`src/rtl/alu_arbiter.sv`:
```
// Two-requester arbiter in front of a shared single-cycle ALU.
// Accepts one operation at a time, runs it for one cycle, then holds the response until taken.
module alu_arbiter #(
    parameter int FIXED_PRIORITY = 0
) (
    input  logic        clk,
    input  logic        rst_n,
    input  logic        req0_valid,
    output logic        req0_ready,
    input  logic [3:0]  req0_ctl,
    input  logic [31:0] req0_a,
    input  logic [31:0] req0_b,
    input  logic        req1_valid,
    output logic        req1_ready,
    input  logic [3:0]  req1_ctl,
    input  logic [31:0] req1_a,
    input  logic [31:0] req1_b,
    output logic [3:0]  alu_ctl,
    output logic [31:0] alu_a,
    output logic [31:0] alu_b,
    input  logic [31:0] alu_out,
    input  logic        alu_zero,
    output logic        rsp_valid,
    input  logic        rsp_ready,
    output logic [31:0] rsp_data,
    output logic        rsp_zero,
    output logic        rsp_id,
    output logic        rsp_err
);

    typedef enum logic [1:0] {
        IDLE = 2'd0,
        EXEC = 2'd1,
        RESP = 2'd2
    } state_t;

    state_t state_r;
    state_t state_nxt_s;
    logic   last_grant_r;
    logic   grant_s;
    logic   accept_s;

    // Codes the shared ALU actually implements; anything else is flagged.
    function automatic logic ctl_unsupported(input logic [3:0] ctl);
        logic bad;
        case (ctl)
            4'd0, 4'd1, 4'd2, 4'd6, 4'd7, 4'd12, 4'd13: bad = 1'b0;
            default:                                    bad = 1'b1;
        endcase
        return bad;
    endfunction

    // Grant selection: a lone requester wins, otherwise priority or alternation.
    always_comb begin
        grant_s = 1'b0;
        if (req0_valid && req1_valid) begin
            if (FIXED_PRIORITY != 0) begin
                grant_s = 1'b0;
            end else begin
                grant_s = ~last_grant_r;
            end
        end else if (req1_valid) begin
            grant_s = 1'b1;
        end else begin
            grant_s = 1'b0;
        end
    end

    // Next-state and handshake outputs; readys only ever rise in IDLE.
    always_comb begin
        state_nxt_s = state_r;
        req0_ready  = 1'b0;
        req1_ready  = 1'b0;
        accept_s    = 1'b0;
        case (state_r)
            IDLE: begin
                req0_ready = req0_valid && !grant_s;
                req1_ready = req1_valid && grant_s;
                accept_s   = req0_ready || req1_ready;
                if (accept_s) begin
                    state_nxt_s = EXEC;
                end else begin
                    state_nxt_s = IDLE;
                end
            end
            EXEC: state_nxt_s = RESP;
            RESP: begin
                if (rsp_ready) begin
                    state_nxt_s = IDLE;
                end else begin
                    state_nxt_s = RESP;
                end
            end
            default: state_nxt_s = IDLE;
        endcase
    end

    // State register.
    always_ff @(posedge clk or negedge rst_n) begin
        if (!rst_n) begin
            state_r <= IDLE;
        end else begin
            state_r <= state_nxt_s;
        end
    end

    // Operand capture, result capture and response handshake registers.
    always_ff @(posedge clk or negedge rst_n) begin
        if (!rst_n) begin
            last_grant_r <= 1'b1;
            alu_ctl      <= 4'd0;
            alu_a        <= 32'd0;
            alu_b        <= 32'd0;
            rsp_valid    <= 1'b0;
            rsp_data     <= 32'd0;
            rsp_zero     <= 1'b0;
            rsp_id       <= 1'b0;
            rsp_err      <= 1'b0;
        end else begin
            case (state_r)
                IDLE: begin
                    if (accept_s) begin
                        last_grant_r <= grant_s;
                        rsp_id       <= grant_s;
                        alu_ctl      <= grant_s ? req1_ctl : req0_ctl;
                        alu_a        <= grant_s ? req1_a   : req0_a;
                        alu_b        <= grant_s ? req1_b   : req0_b;
                    end
                end
                EXEC: begin
                    rsp_data  <= alu_out;
                    rsp_zero  <= alu_zero;
                    rsp_err   <= ctl_unsupported(alu_ctl);
                    rsp_valid <= 1'b1;
                end
                RESP: begin
                    if (rsp_ready) begin
                        rsp_valid <= 1'b0;
                    end
                end
                default: rsp_valid <= 1'b0;
            endcase
        end
    end

endmodule

```
`config.mk`:
```
export PLATFORM = sky130hd
export DESIGN_NAME = alu_arbiter
export DESIGN_NICKNAME = d
export VERILOG_FILES = /design/src/rtl/alu_arbiter.sv
export SDC_FILE = /design/constraint.sdc
export NUM_CORES = 1
export LEC_CHECK = 0
export CAP_MARGIN = 20
export CORE_MARGIN = 4
export CORE_UTILIZATION = 36
export CTS_CLUSTER_SIZE = 16
export DETAILED_ROUTE_END_ITERATION = 10
export GPL_TIMING_DRIVEN = 0
export PLACE_DENSITY_LB_ADDON = 0.25
export SLEW_MARGIN = 0
export SYNTH_ARGS = -nofsm -noshare
export SYNTH_HDL_FRONTEND = slang
export SYNTH_SLANG_ARGS = --single-unit
```
`constraint.sdc`:
```
create_clock -name clk -period 1.56 [get_ports clk]
set_clock_uncertainty 0.05 [all_clocks]
set_input_delay 0.156 -clock clk [delete_from_list [all_inputs] [get_ports clk]]
set_output_delay 0.156 -clock clk [all_outputs]
set_load 0.005 [all_outputs]
```
### Yosys cells after proc, flatten, opt, wreduce, memory -nomap -nowiden

Cells that the tools add are included.

| word-level totals | value |
|---|---|
| bits in registers | 107 |
| word-level logic and storage cells | 45 |
| output and inout port bits | 106 |

| cells by class | value |
|---|---|
| bitwise logic cells | 2 |
| multiplexer cells | 14 |
| equality and inequality tests | 9 |
| reductions and logical operators | 10 |

Operator list:

| operator | number |
|---|---|
| $mux W32 | 2 |
| $eq A4 B3 Y1 const B | 2 |
| $eq A4 B4 Y1 const B | 2 |
| $mux W1 | 8 |
| $reduce_or A7 Y1 | 1 |
| $pmux W2 S3 | 1 |
| $eq A4 B1 Y1 const B | 1 |
| $eq A4 B2 Y1 const B | 1 |
| $logic_not A4 Y1 | 1 |
| $mux W4 | 1 |
| $reduce_and A2 Y1 | 2 |
| $logic_and A1 B1 Y1 | 3 |
| $pmux W1 S3 | 1 |
| $eq A2 B1 Y1 const B | 1 |
| $eq A2 B2 Y1 const B | 1 |
| $logic_not A2 Y1 | 1 |
| $mux W2 | 1 |
| $ne A2 B2 Y1 const B | 1 |
| $not A1 Y1 | 2 |
| $logic_not A1 Y1 | 1 |
| $logic_or A1 B1 Y1 | 1 |

### Depth between registers and ports, before layout

| logic depth | value |
|---|---|
| depth after elaboration | 7 |
| gate-level depth with buffers | 5 |
| gate-level depth less buffers | 3 |

### Worst setup path before layout

Ideal clock, no wire load.

| timing | value |
|---|---|
| path kind | flip-flop to flip-flop |
| from | reg last_grant_r |
| to | reg alu_a[0] |
| slack | -0.099 ns |
| arrival time | 1.484 ns |
| stages on the path, launching flop included | 6 |
| buffers on the path | 2 |
| library setup time | 0.125 ns |
| path through | dfstp_2 > a21bo_1 > buf_6 > buf_6 > mux2_4 > mux2_4 |

| between the ends | value |
|---|---|
| cells in the longest elaborated chain, start to end | 7 |
| elaborated cells on any way between the ends | 9 |
| classes of those cells | 3 x mux; 1 x bitwise; 5 x reduce/logical |

Ends and longest elaborated chain:

| what | RTL line | source |
|---|---|---|
| from (decl) | 39 | `logic last_grant_r;` |
| from (signal assigned) | 123 | `last_grant_r <= grant_s;` |
| $not A1 Y1 (*) | 60 | `grant_s = ~last_grant_r;` |
| $mux W1 (*) | 56 | `if (req0_valid && req1_valid) begin` |
| $logic_not A1 Y1 | 77 | `req0_ready = req0_valid && !grant_s;` |
| $logic_and A1 B1 Y1 | 77 |  |
| $logic_or A1 B1 Y1 | 79 | `accept_s = req0_ready \|\| req1_ready;` |
| $mux W1 | 75 | `case (state_r)` |
| $reduce_and A2 Y1 (no line) | n/a |  |
| to (signal assigned) | 126 | `alu_a <= grant_s ? req1_a : req0_a;` |
| to (decl) | 19 | `output logic [31:0] alu_a,` |

Every way passes the cells marked *; elsewhere a longest branch is shown, timed or not.
A chain may end at the register's enable or synchronous reset.

### Worst setup path after layout

| timing | value |
|---|---|
| from | reg last_grant_r |
| to | reg alu_a[15] |

The elaborated chain is that of the path after synthesis.

==> results.sh <==
export IMPL_io_buffers=279
export IMPL_rows=44
export IMPL_die_area_um2=17000
export IMPL_worst_slew_pin_slew_ps=680
export IMPL_cts_tree="yes"
export IMPL_ys_types=21
export IMPL_endpoint_kind="register"
export IMPL_ys_async_sr_fraction=1.00
export IMPL_fin_crit_sh=1.17
export IMPL_cp_slowest_cell="dfstp_2"
export IMPL_finalCriticalPeriod_ps=1820
export IMPL_synth_top_cell_by_area="dfrtp_1"
export IMPL_stdcell_count=812
export IMPL_syn_nets=490
export IMPL_multiInputGateArea_um2=2550
export IMPL_synth_area_leaders="dfrtp_1, mux2_4, mux2_2, buf_8, buf_4"
export IMPL_ys_flop_type="dfrtp_1"
export IMPL_path_cells="a21bo_1, buf_12, buf_16, buf_12, mux2_4, mux2_4"
export IMPL_vias=3721
export IMPL_critical_path_max_stage_delay_ps=530
export IMPL_core_area_um2=14600
export IMPL_cts_root_buf="clkbuf_16"
export IMPL_fillers=1135
export IMPL_drtIter0Drc=103
export IMPL_antenna_found_initial=0
export IMPL_drt_pre_antenna_iters=4
export IMPL_top_usage_layer="met2"
export IMPL_synth_cells=316
export IMPL_place_ws_ps=-605
export IMPL_use_met3=0.0484
export IMPL_grt_pass1_wl_um=20200
export IMPL_clockBufferDepth=2
export IMPL_start_util=0.369
export IMPL_grt_use_met2=0.257
export IMPL_startpoint_type="register"
export IMPL_hold_viol=0
export IMPL_nets=797
export IMPL_crit_fanout=10
export IMPL_synth_commonest_cells="mux2_4, dfrtp_1, mux2_2"
export IMPL_globalplace_congestion=0.761
export IMPL_synth_edf_count=0
export IMPL_dp_hpwl_um=10800
export IMPL_status="finished, violations left"
export IMPL_path_class="reg2reg"
export IMPL_clkTransAtPathRegs_ps=70
export IMPL_crit_buf_inv=3
export IMPL_cpLargestDelayFamily="multiplexers"
export IMPL_area_growth_pct=68.0
export IMPL_leakage_nw=4.08
export IMPL_wl_per_cell_um=17.5
export IMPL_slew_headroom=0.546
export IMPL_grt_max_degree=58
export IMPL_drive_above_1_share=0.361
export IMPL_setup_viol=70
export IMPL_routed_wl_um=14200
export IMPL_power_density_nw_per_um2=1750
export IMPL_io_pins=280
export IMPL_die_h_um=131
export IMPL_grt_util_met1=0.185
export IMPL_post_synth_top_count_cell="mux2_4"
export IMPL_vias_per_cell=4.58
export IMPL_synth_avg_cell_area_um2=17.1
export IMPL_rsz0062_at_grt="true"
export IMPL_setup_slack_ps=-261
export IMPL_yosysWarnings=0
export IMPL_die_w_um=131
export IMPL_drc=0
export IMPL_fin_util=0.620
export IMPL_grt_pass1_vias=3901
export IMPL_synth_top_area_frac=0.491
export IMPL_worstSkewPairLatency_ps=340
export IMPL_cp_data_required_time_ps=1730
export IMPL_max_freq_ghz=0.549
export IMPL_cp_arrival_ps=2000
export IMPL_synth_area_um2=5400
export IMPL_final_max_slew_viol_count=0
export IMPL_cap_violations=0
export IMPL_diodes=0
export IMPL_drtAntennaViolNets=0
export IMPL_yosysSeqAreaShare=0.496
export IMPL_overflow=0
export IMPL_globalRouteTotalUtil=0.153
export IMPL_ys_ff_latch=107
export IMPL_violations="negative setup slack"
export IMPL_cts_sink_count=107
export IMPL_hold_path_class="in2reg"
export IMPL_cts_htree_levels=3
export IMPL_dp_cells=780
export IMPL_peakVddDrop_uv=699
export IMPL_ff_latch_area_um2=2680
export IMPL_cts_made_buffers=9
export IMPL_setup_tns_ps=-16150
[worst reg2reg max path, delay by kind of cell (launching register included)]
| kind | cells | cell delay (ps) |
|---|---|---|
| buffers and inverters | 3 | 440 |
| DFF | 1 | 530 |
| AOI/OAI and AO/OA | 1 | 140 |
| muxes | 2 | 560 |
[flip-flops by register name, summed over array words and instances, names as in the netlist]
register / cells
last_grant_r: 1
alu_ctl: 4
rsp_data: 32
rsp_err: 1
rsp_zero: 1
alu_a: 32
rsp_id: 1
rsp_valid: 1
state_r: 2
alu_b: 32
[routing by layer]
metal	vias to the layer above	share of wire	wire, um
met2	164	0.50	7100
li1	1741	-	-
met4	0	0.022	306
met1	1799	0.40	5640
met5	-	0	0
met3	17	0.080	1130
[worst paths after layout]
check	startpoint	endpoint	slack, ps	cells past startpoint
worst max-delay path	last_grant_r$_DFFE_PN1P_	alu_a[15]$_DFFE_PN0P_	-260	6
worst min-delay path	req1_valid	last_grant_r$_DFFE_PN1P_	90	3
worst max register to register	last_grant_r$_DFFE_PN1P_	alu_a[15]$_DFFE_PN0P_	-260	6
worst min register to register	rsp_valid$_DFFE_PN0P_	rsp_valid$_DFFE_PN0P_	430	1
max in group asynchronous	rst_n	last_grant_r$_DFFE_PN1P_	380	3
min in group asynchronous	rst_n	alu_b[14]$_DFFE_PN0P_	350	2
[final cells by class]
type / instances / area share
Timing Repair Buffer: 296 / 0.335
Sequential cell: 107 / 0.295
Multi-Input combinational cell: 188 / 0.281
Buffer: 20 / 0.0305
Tap cell: 184 / 0.0254
Clock buffer: 10 / 0.0252
Clock inverter: 6 / 0.00717
Inverter: 1 / 0.000414
[power by group]
group / switching, mW / internal [mW]
Combinational: 2.55 / 6.02
Clock: 1.00 / 1.25
Sequential: 0.850 / 4.24
Total: 4.40 / 11.5
[repair_timing]
item,CTS,global route
cloned,0,4
pin swaps,1,1
hold buffers,1,0
buffers inserted,5,6
hold endpoints to repair,50,0
setup endpoints to repair,98,99
resized for setup,33,12
[kinds of logic after synthesis]
family | synth area share
DFF | 0.496
AOI/OAI and AO/OA | 0.0125
muxes | 0.449
buffers and inverters | 0.0359
and+or+nand+nor | 0.00718
[cell usage in the layout (no fill, tap or decap), types with 2 or more instances in the layout]
master / n
buf_6: 8
mux2_2: 33
nor2_1: 3
buf_12: 8
nor2b_1: 2
buf_4: 13
clkdlybuf4s50_1: 275
a31oi_1: 2
buf_8: 2
buf_2: 2
dfrtp_1: 105
o21ai_0: 2
o21a_1: 2
clkinv_2: 2
mux2_4: 136
buf_16: 2
clkbuf_16: 13
[through the flow]
step                      hold WS [ps]  area, um^2  total power [mW]
after floorplan                   -190        5410              9.14
after global placement             411        8430              13.1
after detailed placement           198        8450              13.3
after CTS                          355        8890              15.8
after global routing               103        9070              16.8
final                             93.4        9070              15.9
No activity file was read; power rests on OpenSTA's default activity.
